[config.mk]
export PLATFORM = sky130hd
export DESIGN_NAME = ps2_key_tracker
export DESIGN_NICKNAME = d
export VERILOG_FILES = /design/src/rtl/ps2_key_pkg.sv /design/src/rtl/ps2_key_channel.sv /design/src/rtl/ps2_key_tracker.sv
export SDC_FILE = /design/constraint.sdc
export NUM_CORES = 1
export LEC_CHECK = 0
export CORE_AREA = 2 2 164 166
export DETAILED_ROUTE_END_ITERATION = 7
export DIE_AREA = 0 0 166 168
export DONT_BUFFER_PORTS = 1
export PLACE_DENSITY = 0.53
export SYNTH_ARGS = -nofsm -noshare
export SYNTH_HDL_FRONTEND = slang
export SYNTH_HIERARCHICAL = 1
export SYNTH_SLANG_ARGS = --single-unit
[constraint.sdc]
create_clock -name clk -period 2.2 [get_ports clk]
set_input_delay 0.22 -clock clk [delete_from_list [all_inputs] [get_ports clk]]
set_output_delay 0.22 -clock clk [all_outputs]
set_load 0.02 [all_outputs]
[src/rtl/ps2_key_pkg.sv]
// -----------------------------------------------------------------------------
// ps2_key_pkg
// Shared constants for the PS/2 key-state tracker:
//   - scancodes of the default tracked keys (left, right, up, down, space)
//   - {brk, vld} tag values that mark make and break words on Data[9:8]
//   - the default packed KEY_CODES vector (index 0 in the LSBs)
//   - a small helper that tests a decoded word against one scancode
// -----------------------------------------------------------------------------
package ps2_key_pkg;

    localparam logic [7:0] KEY_LEFT  = 8'h6B;
    localparam logic [7:0] KEY_RIGHT = 8'h74;
    localparam logic [7:0] KEY_UP    = 8'h75;
    localparam logic [7:0] KEY_DOWN  = 8'h72;
    localparam logic [7:0] KEY_SPACE = 8'h29;

    localparam logic [1:0] TAG_MAKE  = 2'b01;
    localparam logic [1:0] TAG_BREAK = 2'b11;

    localparam logic [39:0] DEFAULT_KEY_CODES =
        {KEY_SPACE, KEY_DOWN, KEY_UP, KEY_RIGHT, KEY_LEFT};

    // True when the word carries a valid event for the given scancode.
    function automatic logic code_match(input logic [9:0] data, input logic [7:0] code);
        return data[8] && (data[7:0] == code);
    endfunction

endpackage

[src/rtl/ps2_key_channel.sv]
// -----------------------------------------------------------------------------
// ps2_key_channel
// State of one tracked key: held level, press/release pulses, saturating hold
// counter with long-hold flag and, when PS2_KEY_REPEAT_EN is defined, a
// typematic repeat counter. Without the macro o_repeat is tied low.
// Ports:
//   i_clk, i_rst     clock, asynchronous active-high reset
//   i_data[9:0]      {brk, vld, scancode}
//   o_held           key is down
//   o_press          one cycle on held 0->1
//   o_release        one cycle on held 1->0
//   o_long_hold      key held for at least HOLD_CYCLES edges
//   o_repeat         typematic pulse (0 without PS2_KEY_REPEAT_EN)
// -----------------------------------------------------------------------------
module ps2_key_channel #(
    parameter logic [7:0] KEY_CODE      = 8'h6B,
    parameter int         HOLD_CYCLES   = 25_000_000,
    parameter int         REPEAT_CYCLES = 5_000_000
) (
    input  logic       i_clk,
    input  logic       i_rst,
    input  logic [9:0] i_data,
    output logic       o_held,
    output logic       o_press,
    output logic       o_release,
    output logic       o_long_hold,
    output logic       o_repeat
);
    import ps2_key_pkg::*;

    localparam int            HW       = $clog2(HOLD_CYCLES + 1);
    localparam logic [HW-1:0] HOLD_MAX = HW'(HOLD_CYCLES);

    if (HOLD_CYCLES < 1) begin : g_bad_hold
        $error("ps2_key_channel: HOLD_CYCLES must be >= 1");
    end
    if (REPEAT_CYCLES < 1) begin : g_bad_repeat
        $error("ps2_key_channel: REPEAT_CYCLES must be >= 1");
    end

    logic          r_held;
    logic          r_press;
    logic          r_release;
    logic          r_long_hold;
    logic [HW-1:0] r_hold_cnt;

    logic          w_make;
    logic          w_break;
    logic          w_held_nxt;
    logic          w_stay;
    logic [HW-1:0] w_hold_cnt_nxt;
    logic          w_long_nxt;

    // Decode the word and compute next held level and hold-counter value.
    always_comb begin
        w_make         = 1'b0;
        w_break        = 1'b0;
        w_held_nxt     = r_held;
        w_stay         = 1'b0;
        w_hold_cnt_nxt = '0;
        w_long_nxt     = 1'b0;

        if (code_match(i_data, KEY_CODE)) begin
            w_make  = (i_data[9:8] == TAG_MAKE);
            w_break = (i_data[9:8] == TAG_BREAK);
        end else begin
            w_make  = 1'b0;
            w_break = 1'b0;
        end

        if (w_make) begin
            w_held_nxt = 1'b1;
        end else if (w_break) begin
            w_held_nxt = 1'b0;
        end else begin
            w_held_nxt = r_held;
        end

        // The counter only runs on edges where the key was already down and
        // stays down, so it reads j exactly j edges after held rose.
        w_stay = r_held & w_held_nxt;
        if (!w_stay) begin
            w_hold_cnt_nxt = '0;
        end else if (r_hold_cnt == HOLD_MAX) begin
            w_hold_cnt_nxt = r_hold_cnt;
        end else begin
            w_hold_cnt_nxt = r_hold_cnt + HW'(1);
        end

        w_long_nxt = (w_hold_cnt_nxt == HOLD_MAX);
    end

    // Held level, edge pulses, hold counter and long-hold flag.
    always_ff @(posedge i_clk or posedge i_rst) begin
        if (i_rst) begin
            r_held      <= 1'b0;
            r_press     <= 1'b0;
            r_release   <= 1'b0;
            r_long_hold <= 1'b0;
            r_hold_cnt  <= '0;
        end else begin
            r_held      <= w_held_nxt;
            r_press     <= w_make & ~r_held;
            r_release   <= w_break & r_held;
            r_long_hold <= w_long_nxt;
            r_hold_cnt  <= w_hold_cnt_nxt;
        end
    end

`ifdef PS2_KEY_REPEAT_EN
    localparam int            RW       = $clog2(REPEAT_CYCLES + 1);
    localparam logic [RW-1:0] RPT_LAST = RW'(REPEAT_CYCLES - 1);

    logic          r_repeat;
    logic [RW-1:0] r_rpt_cnt;

    // Typematic pulses: one on the long-hold rising edge, then every
    // REPEAT_CYCLES edges; the counter is idle until long-hold is reached.
    always_ff @(posedge i_clk or posedge i_rst) begin
        if (i_rst) begin
            r_repeat  <= 1'b0;
            r_rpt_cnt <= '0;
        end else if (!w_long_nxt) begin
            r_repeat  <= 1'b0;
            r_rpt_cnt <= '0;
        end else if (!r_long_hold) begin
            r_repeat  <= 1'b1;
            r_rpt_cnt <= '0;
        end else if (r_rpt_cnt == RPT_LAST) begin
            r_repeat  <= 1'b1;
            r_rpt_cnt <= '0;
        end else begin
            r_repeat  <= 1'b0;
            r_rpt_cnt <= r_rpt_cnt + RW'(1);
        end
    end

    assign o_repeat = r_repeat;
`else
    assign o_repeat = 1'b0;
`endif

    assign o_held      = r_held;
    assign o_press     = r_press;
    assign o_release   = r_release;
    assign o_long_hold = r_long_hold;

endmodule

[src/rtl/ps2_key_tracker.sv]
// -----------------------------------------------------------------------------
// ps2_key_tracker
// Tracks up to NUM_KEYS PS/2 scancodes from the decoded receiver word and
// reports per-key held level, press/release pulses, long-hold flag and
// (optionally) typematic repeat pulses, plus any-held and a key combo.
// Optional feature macro: PS2_KEY_REPEAT_EN (enables repeat_pulse; without it
// repeat_pulse is constant 0).
// Ports:
//   clk, rst                  clock, asynchronous active-high reset
//   Data[9:0]                 {brk, vld, scancode}; 01 make, 11 break
//   held[NUM_KEYS]            key currently down
//   press_pulse[NUM_KEYS]     one cycle on press
//   release_pulse[NUM_KEYS]   one cycle on release
//   long_hold[NUM_KEYS]       held for >= HOLD_CYCLES edges
//   repeat_pulse[NUM_KEYS]    typematic pulses
//   any_held                  OR of held
//   combo                     every COMBO_MASK key held (one cycle behind held)
//   combo_pulse               one cycle on rising combo
// -----------------------------------------------------------------------------
module ps2_key_tracker
    import ps2_key_pkg::*;
#(
    parameter int                      NUM_KEYS      = 5,
    parameter logic [NUM_KEYS*8-1:0]   KEY_CODES     = DEFAULT_KEY_CODES,
    parameter int                      HOLD_CYCLES   = 25_000_000,
    parameter int                      REPEAT_CYCLES = 5_000_000,
    parameter logic [NUM_KEYS-1:0]     COMBO_MASK    = 5'b10001
) (
    input  logic                clk,
    input  logic                rst,
    input  logic [9:0]          Data,
    output logic [NUM_KEYS-1:0] held,
    output logic [NUM_KEYS-1:0] press_pulse,
    output logic [NUM_KEYS-1:0] release_pulse,
    output logic [NUM_KEYS-1:0] long_hold,
    output logic [NUM_KEYS-1:0] repeat_pulse,
    output logic                any_held,
    output logic                combo,
    output logic                combo_pulse
);

    if (NUM_KEYS < 1 || NUM_KEYS > 16) begin : g_bad_num_keys
        $error("ps2_key_tracker: NUM_KEYS must be 1..16");
    end

    for (genvar gi = 0; gi < NUM_KEYS; gi++) begin : g_key
        ps2_key_channel #(
            .KEY_CODE      (KEY_CODES[gi*8 +: 8]),
            .HOLD_CYCLES   (HOLD_CYCLES),
            .REPEAT_CYCLES (REPEAT_CYCLES)
        ) u_channel (
            .i_clk       (clk),
            .i_rst       (rst),
            .i_data      (Data),
            .o_held      (held[gi]),
            .o_press     (press_pulse[gi]),
            .o_release   (release_pulse[gi]),
            .o_long_hold (long_hold[gi]),
            .o_repeat    (repeat_pulse[gi])
        );
    end

    logic r_combo;
    logic r_combo_pulse;
    logic w_combo_nxt;

    // Combo condition; an all-zero mask never fires.
    always_comb begin
        w_combo_nxt = 1'b0;
        if (COMBO_MASK != '0) begin
            w_combo_nxt = ((held & COMBO_MASK) == COMBO_MASK);
        end else begin
            w_combo_nxt = 1'b0;
        end
    end

    // Combo level and its rising-edge pulse, one cycle behind held.
    always_ff @(posedge clk or posedge rst) begin
        if (rst) begin
            r_combo       <= 1'b0;
            r_combo_pulse <= 1'b0;
        end else begin
            r_combo       <= w_combo_nxt;
            r_combo_pulse <= w_combo_nxt & ~r_combo;
        end
    end

    assign any_held    = |held;
    assign combo       = r_combo;
    assign combo_pulse = r_combo_pulse;

endmodule

# == Word level (Yosys, flattened, before mapping) ==
# Cells that the tools add are included.
# op_classes
n_addsub,5
mul,0
n_div,0
magnitude_cmp,0
n_eq_ne,18
n_shift,0
mux,30
bitwise,22
n_reduce_logical,6
# ops
operator,count
$eq 25x25->1 const B,10
$mux 25,10
$add 25x1->25 const B,5
$eq 8x7->1 const B,4
$mux 1,20
$and 1x1->1,16
$eq 8x6->1 const B,1
$not 1->1,6
$logic_and 1x1->1,5
$reduce_or 5->1,1
$eq 2x2->1 const B,2
$eq 2x1->1 const B,1
# totals
ff_bits,147
latchBits,0
ram_bits,0
romBits,0
in_bits,12
out_inout_bits,28
elab_cells,108
mem_count,0

# == Depth between registers and ports, before layout ==
# logic_depth
word_depth,8
mapped_depth,8

# == Hierarchy ==
# Netlist, hierarchy kept.
# modules_own_cells
module,instances,cells_per_inst,area_each_um2,seq_area_each_um2
ps2_key_channel at g_key[0].u_channel,1,206,1904.3,725.7
ps2_key_channel at g_key[4].u_channel,1,199,1788.0,725.7
ps2_key_channel at g_key[3].u_channel,1,188,1761.7,725.7
ps2_key_channel at g_key[2].u_channel,1,189,1754.2,725.7
ps2_key_channel at g_key[1].u_channel,1,198,1752.9,725.7
ps2_key_tracker,1,8,88.8,50.0

# == Least setup slack after synthesis ==
# No wires, ideal clock.
# synth_timing
path_type,flip-flop to flip-flop
startpoint,reg g_key[0].u_channel.r_hold_cnt[0]
endpoint,reg g_key[0].u_channel.r_long_hold
arrival_ns,2.329
path_slack_ns,-0.224
path_stages_with_launch,7
path_buffers,0
path_cell_list,dfrtp_1 -> nand4_2 -> or4_2 -> nor3_1 -> xnor2_1 -> or4b_1 -> nor4_2
# synth_via
elab_chain_len,4
word_cells_on_any_way,5
classes_between,1 x add/sub; 2 x eq/ne; 2 x mux
# synth_rtl
element,line,text
start: declaration,ps2_key_channel.sv:45,logic [HW-1:0] r_hold_cnt;
start signal: assignment,ps2_key_channel.sv:106,r_hold_cnt <= w_hold_cnt_nxt;
$add 25x1->25 / $eq 25x25->1 (equally long branches),"ps2_key_channel.sv:87, ps2_key_channel.sv:84",
$mux 25 (*),ps2_key_channel.sv:84,end else if (r_hold_cnt == HOLD_MAX) begin
$mux 25 (*),ps2_key_channel.sv:82,if (!w_stay) begin
$eq 25x25->1 (*),ps2_key_channel.sv:90,w_long_nxt = (w_hold_cnt_nxt == HOLD_MAX);
via g_key[0].u_channel.w_long_nxt,ps2_key_channel.sv:52,logic w_long_nxt;
end signal: assignment,ps2_key_channel.sv:105,r_long_hold <= w_long_nxt;
end: declaration,ps2_key_channel.sv:44,logic r_long_hold;
# The timed path passes the listed nets; every way through them passes the cells marked *.

# == Worst setup path after layout ==
# layout_timing
startpoint,reg g_key[1].u_channel.r_hold_cnt[9]
endpoint,reg g_key[1].u_channel.r_long_hold
# layout_via
elab_chain_len,4
word_cells_on_any_way,5
classes_between,1 x add/sub; 2 x eq/ne; 2 x mux
# layout_rtl
element,line
start: declaration,ps2_key_channel.sv:45
start signal: assignment,ps2_key_channel.sv:106
$add 25x1->25 / $eq 25x25->1 (equally long branches),"ps2_key_channel.sv:87, ps2_key_channel.sv:84"
$mux 25 (*),ps2_key_channel.sv:84
$mux 25 (*),ps2_key_channel.sv:82
$eq 25x25->1 (*),ps2_key_channel.sv:90
via g_key[1].u_channel.w_long_nxt,ps2_key_channel.sv:52
end signal: assignment,ps2_key_channel.sv:105
end: declaration,ps2_key_channel.sv:44
# Marked as above.

==> run summary <==
Die Width = 166 um
Sequential cell area = 3690 um2
Clk sink count = 147
WP depth = 6
Placed Instance Area = 10,430 um2
Max Cap Viol = 0
Clk slew on worst S/H paths = 0.06 ns
Initial Util = 34.34%
Die Y = 168 um
CTS root buffer = clkbuf_16
Area of the multi-input gates = 5097 um2
Clock skew = 0.01094 ns
CP cell instances = or4_1 -> or3_4 -> or4b_4 -> a211oi_2 -> o22ai_1 -> nor4_2
Tmin final = 2.323 ns
Fillers = 2,543
Initial antenna violation count = 0
Setup WS post-layout = -0.1235 ns
DP HPWL = 16.51 mm
Mapped Nets = 1,010
Synth unique cells = 82
FF-to-FF Start = g_key[1].u_channel/r_hold_cnt[9]$_DFF_PP0_
Layout Cells excl Fill = 1,503
Least-Margin Pin Slew = 0.5481 ns
Slowest cell delay on critical path = 0.54 ns
Cell Area, Synth = 9050 um2
Antenna diode count = 0
Period utilisation layout = 105.6%
Worst R2R Path Depth = 6
Worst path top cell family by delay = simple AND/OR/NAND/NOR gates
Hold violation total from the final report = 0
Die area = 27,890 um2
Layout cells sized above 1 = 27.02%
Io pins = 40
GRT Total Usage = 16.69%
Area share of the leading cell type in the synthesized netlist = 40.65%
Synthesized area per cell = 9.160 um2
Top cells by area, synth = dfrtp_1 41%, nor2_1 7.4%, xnor2_1 7.0%, xor2_1 4.8%, nand3_1 2.9%
Worst Hold Launch = Data[0]
Sequential area share after synthesis = 40.65%
Worst min path class = input port to flop
RSZ-0062 raised after global routing = yes
Crit path kind = flop to flop
Total Power = 0.006746 W
Clock Latency Late Sink = 0.43 ns
Capturing point of the worst reg2reg path = g_key[1].u_channel/o_long_hold$_DFF_PP0_
WHS Endpoint = g_key[0].u_channel/o_release$_DFF_PP0_
Initial DRT Pass Iterations = 4
Worst setup SP type = flop
CP Capture Type = flop
Pwr dens = 589.2 nW/um2
Number of enable flip-flop cells after synthesis = 0
Max Slew Vio Count = 0
# DRC = 0
CTS tree = yes
Commonest cells post-synth = 179 x nor2_1, 147 x dfrtp_1, 72 x xnor2_1
Final wirelength = 22.84 mm
IR drop worst, VDD = 561.0 uV
CORE AREA = 26,350 um2
Crit path buf inv count = 0
Worst rel slew slack = 63.34%
Critical Path Source = g_key[1].u_channel/r_hold_cnt[9]$_DFF_PP0_
Avg WL per Cell = 15.20 um
Via Count = 7,593
Site Rows = 60
Inst Count DP = 1,444
H-tree Lvls = 4
Leakage = 4.702 nW
Maximum fanout along the worst path = 3
Final ANT Viol Nets = 0
Final setup viols = 3
Synth Flop Type = dfrtp_1
Grt total ovfl = 0
Vias in the first global route = 7,510
Via/cell ratio = 5.052
Reg-to-reg slack, setup = -0.12 ns
Cts bufs inserted = 17
Yosys warns = 6
Fmax = 430.4 MHz
Final instance area = 11,450 um2
Arrival @ worst endpoint = 2.65 ns
CP Data Required Time = 2.53 ns
Count leader, synth = nor2_1
CP max stage cell = or4b_4
Nets = 1,171
IO buf count = 0
Post-synth top area cell = dfrtp_1
Syn Inst Count = 988
Largest net degree at the start of global routing = 30
Worst-case clock buffer depth = 2
Failing checks = negative setup slack
Final Util = 43.45%
Status = finished with violations
First-pass GRT wire length = 37.82 mm
Synth-to-layout area growth = 26.50%
1st-iter DRT viols = 413
GPL Wtd Cong = 0.8364
Yosys reg bits = 147
Asr flop ratio synth = 100.0%
Min-Delay Path Depth = 2
## repair_timing
| action | CTS | global route |
|---|---|---|
| hold endpoints to repair | 145 | 0 |
| setup endpoints to repair | 5 | 6 |
| buffers inserted | 11 | 10 |
| pin swaps | 13 | 16 |
| resized for setup | 15 | 31 |
| hold buffers | 6 | 0 |
## worst max path at each step
stage                                               endpoint
global placement    g_key[1].u_channel/o_long_hold$_DFF_PP0_
finish              g_key[1].u_channel/o_long_hold$_DFF_PP0_
CTS                 g_key[1].u_channel/o_long_hold$_DFF_PP0_
global route        g_key[1].u_channel/o_long_hold$_DFF_PP0_
detailed placement  g_key[1].u_channel/o_long_hold$_DFF_PP0_
floorplan           g_key[1].u_channel/o_long_hold$_DFF_PP0_
## state kept, by name, summed over array words and instances (netlist names)
name,flops
g_key.u_channel/r_hold_cnt,125
g_key.u_channel/o_held,5
g_key.u_channel/o_long_hold,5
g_key.u_channel/o_press,5
g_key.u_channel/o_release,5
combo,1
combo_pulse,1
## worst register-to-register path: stages, from the launching register on
cell and delay (ns):
dfrtp_1 0.37, or4_1 0.50, or3_4 0.35, or4b_4 0.54, a211oi_2 0.21, o22ai_1 0.13, nor4_2 0.13
## metal layers
layer / share of wire (%) / routed length, um / track usage [%] / vias to the layer above
li1: - / - / - / 3797
met1: 48 / 10870 / 22.38 / 3657
met2: 47 / 10700 / 26.75 / 111
met3: 3.9 / 887 / 3.902 / 28
met4: 1.7 / 389 / 5.331 / 0
met5: 0 / 0 / 0 / -
## where the power goes
| part | internal, W | switching (W) | total [W] |
|---|---|---|---|
| registers | 0.00280 | 0.000105 | 0.00291 |
| clock network | 0.00179 | 0.00115 | 0.00294 |
| logic | 0.000436 | 0.000461 | 0.000897 |
## placed cells by master (no fill, tap or decap), types with 6 or more instances in the layout
master	count
ha_1	6
a31oi_1	7
nand3_1	51
nor4bb_1	6
clkbuf_16	17
clkinvlp_4	6
o21ai_0	13
nor4_4	6
inv_1	33
xnor2_1	72
a21oi_1	23
xor2_1	50
mux2i_1	6
dfrtp_1	138
nor3_1	29
nor4_1	15
buf_4	186
dfrtp_2	9
nor4_2	8
dlygate4sd3_1	6
nand2_1	57
and3_1	13
or3_1	12
and4b_1	8
nand2b_1	6
nor2b_1	8
and4_1	7
nand4_1	36
nor2_1	178
nor3b_1	9
## cell families after synthesis
group	share of synthesized area, %
AO/OA/AOI/OAI	6.899
XOR/XNOR	11.81
adder cells (fa/ha/maj)	1.383
buffers and inverters	5.364
flip-flops	40.65
multiplexers	0.6637
other	0.2074
AND/OR/NAND/NOR	33.03
## area by class of cell
cell class              instances  share of cell area (%)
repair buffers                197                   13.21
clock inverters                12                   1.377
clock buffers                  20                   3.814
multi-input cells             752                   44.52
well taps                     341                   3.727
inverters                      34                   1.115
flip-flops and latches        147                   32.23
## stage by stage
stage / hold slack (ns) / TNS, ns / worst slack [ns]
after floorplan: -0.03882 / -0.1912 / -0.1023
after global placement: -0.03639 / -0.1241 / -0.1026
after detailed placement: -0.03210 / -0.2294 / -0.1447
after CTS: 0.001828 / -0.2184 / -0.1522
after global routing: 0.006279 / -0.5709 / -0.2225
final: 0.01880 / -0.2262 / -0.1235
Note: power is estimated with default switching activity, not from simulation.
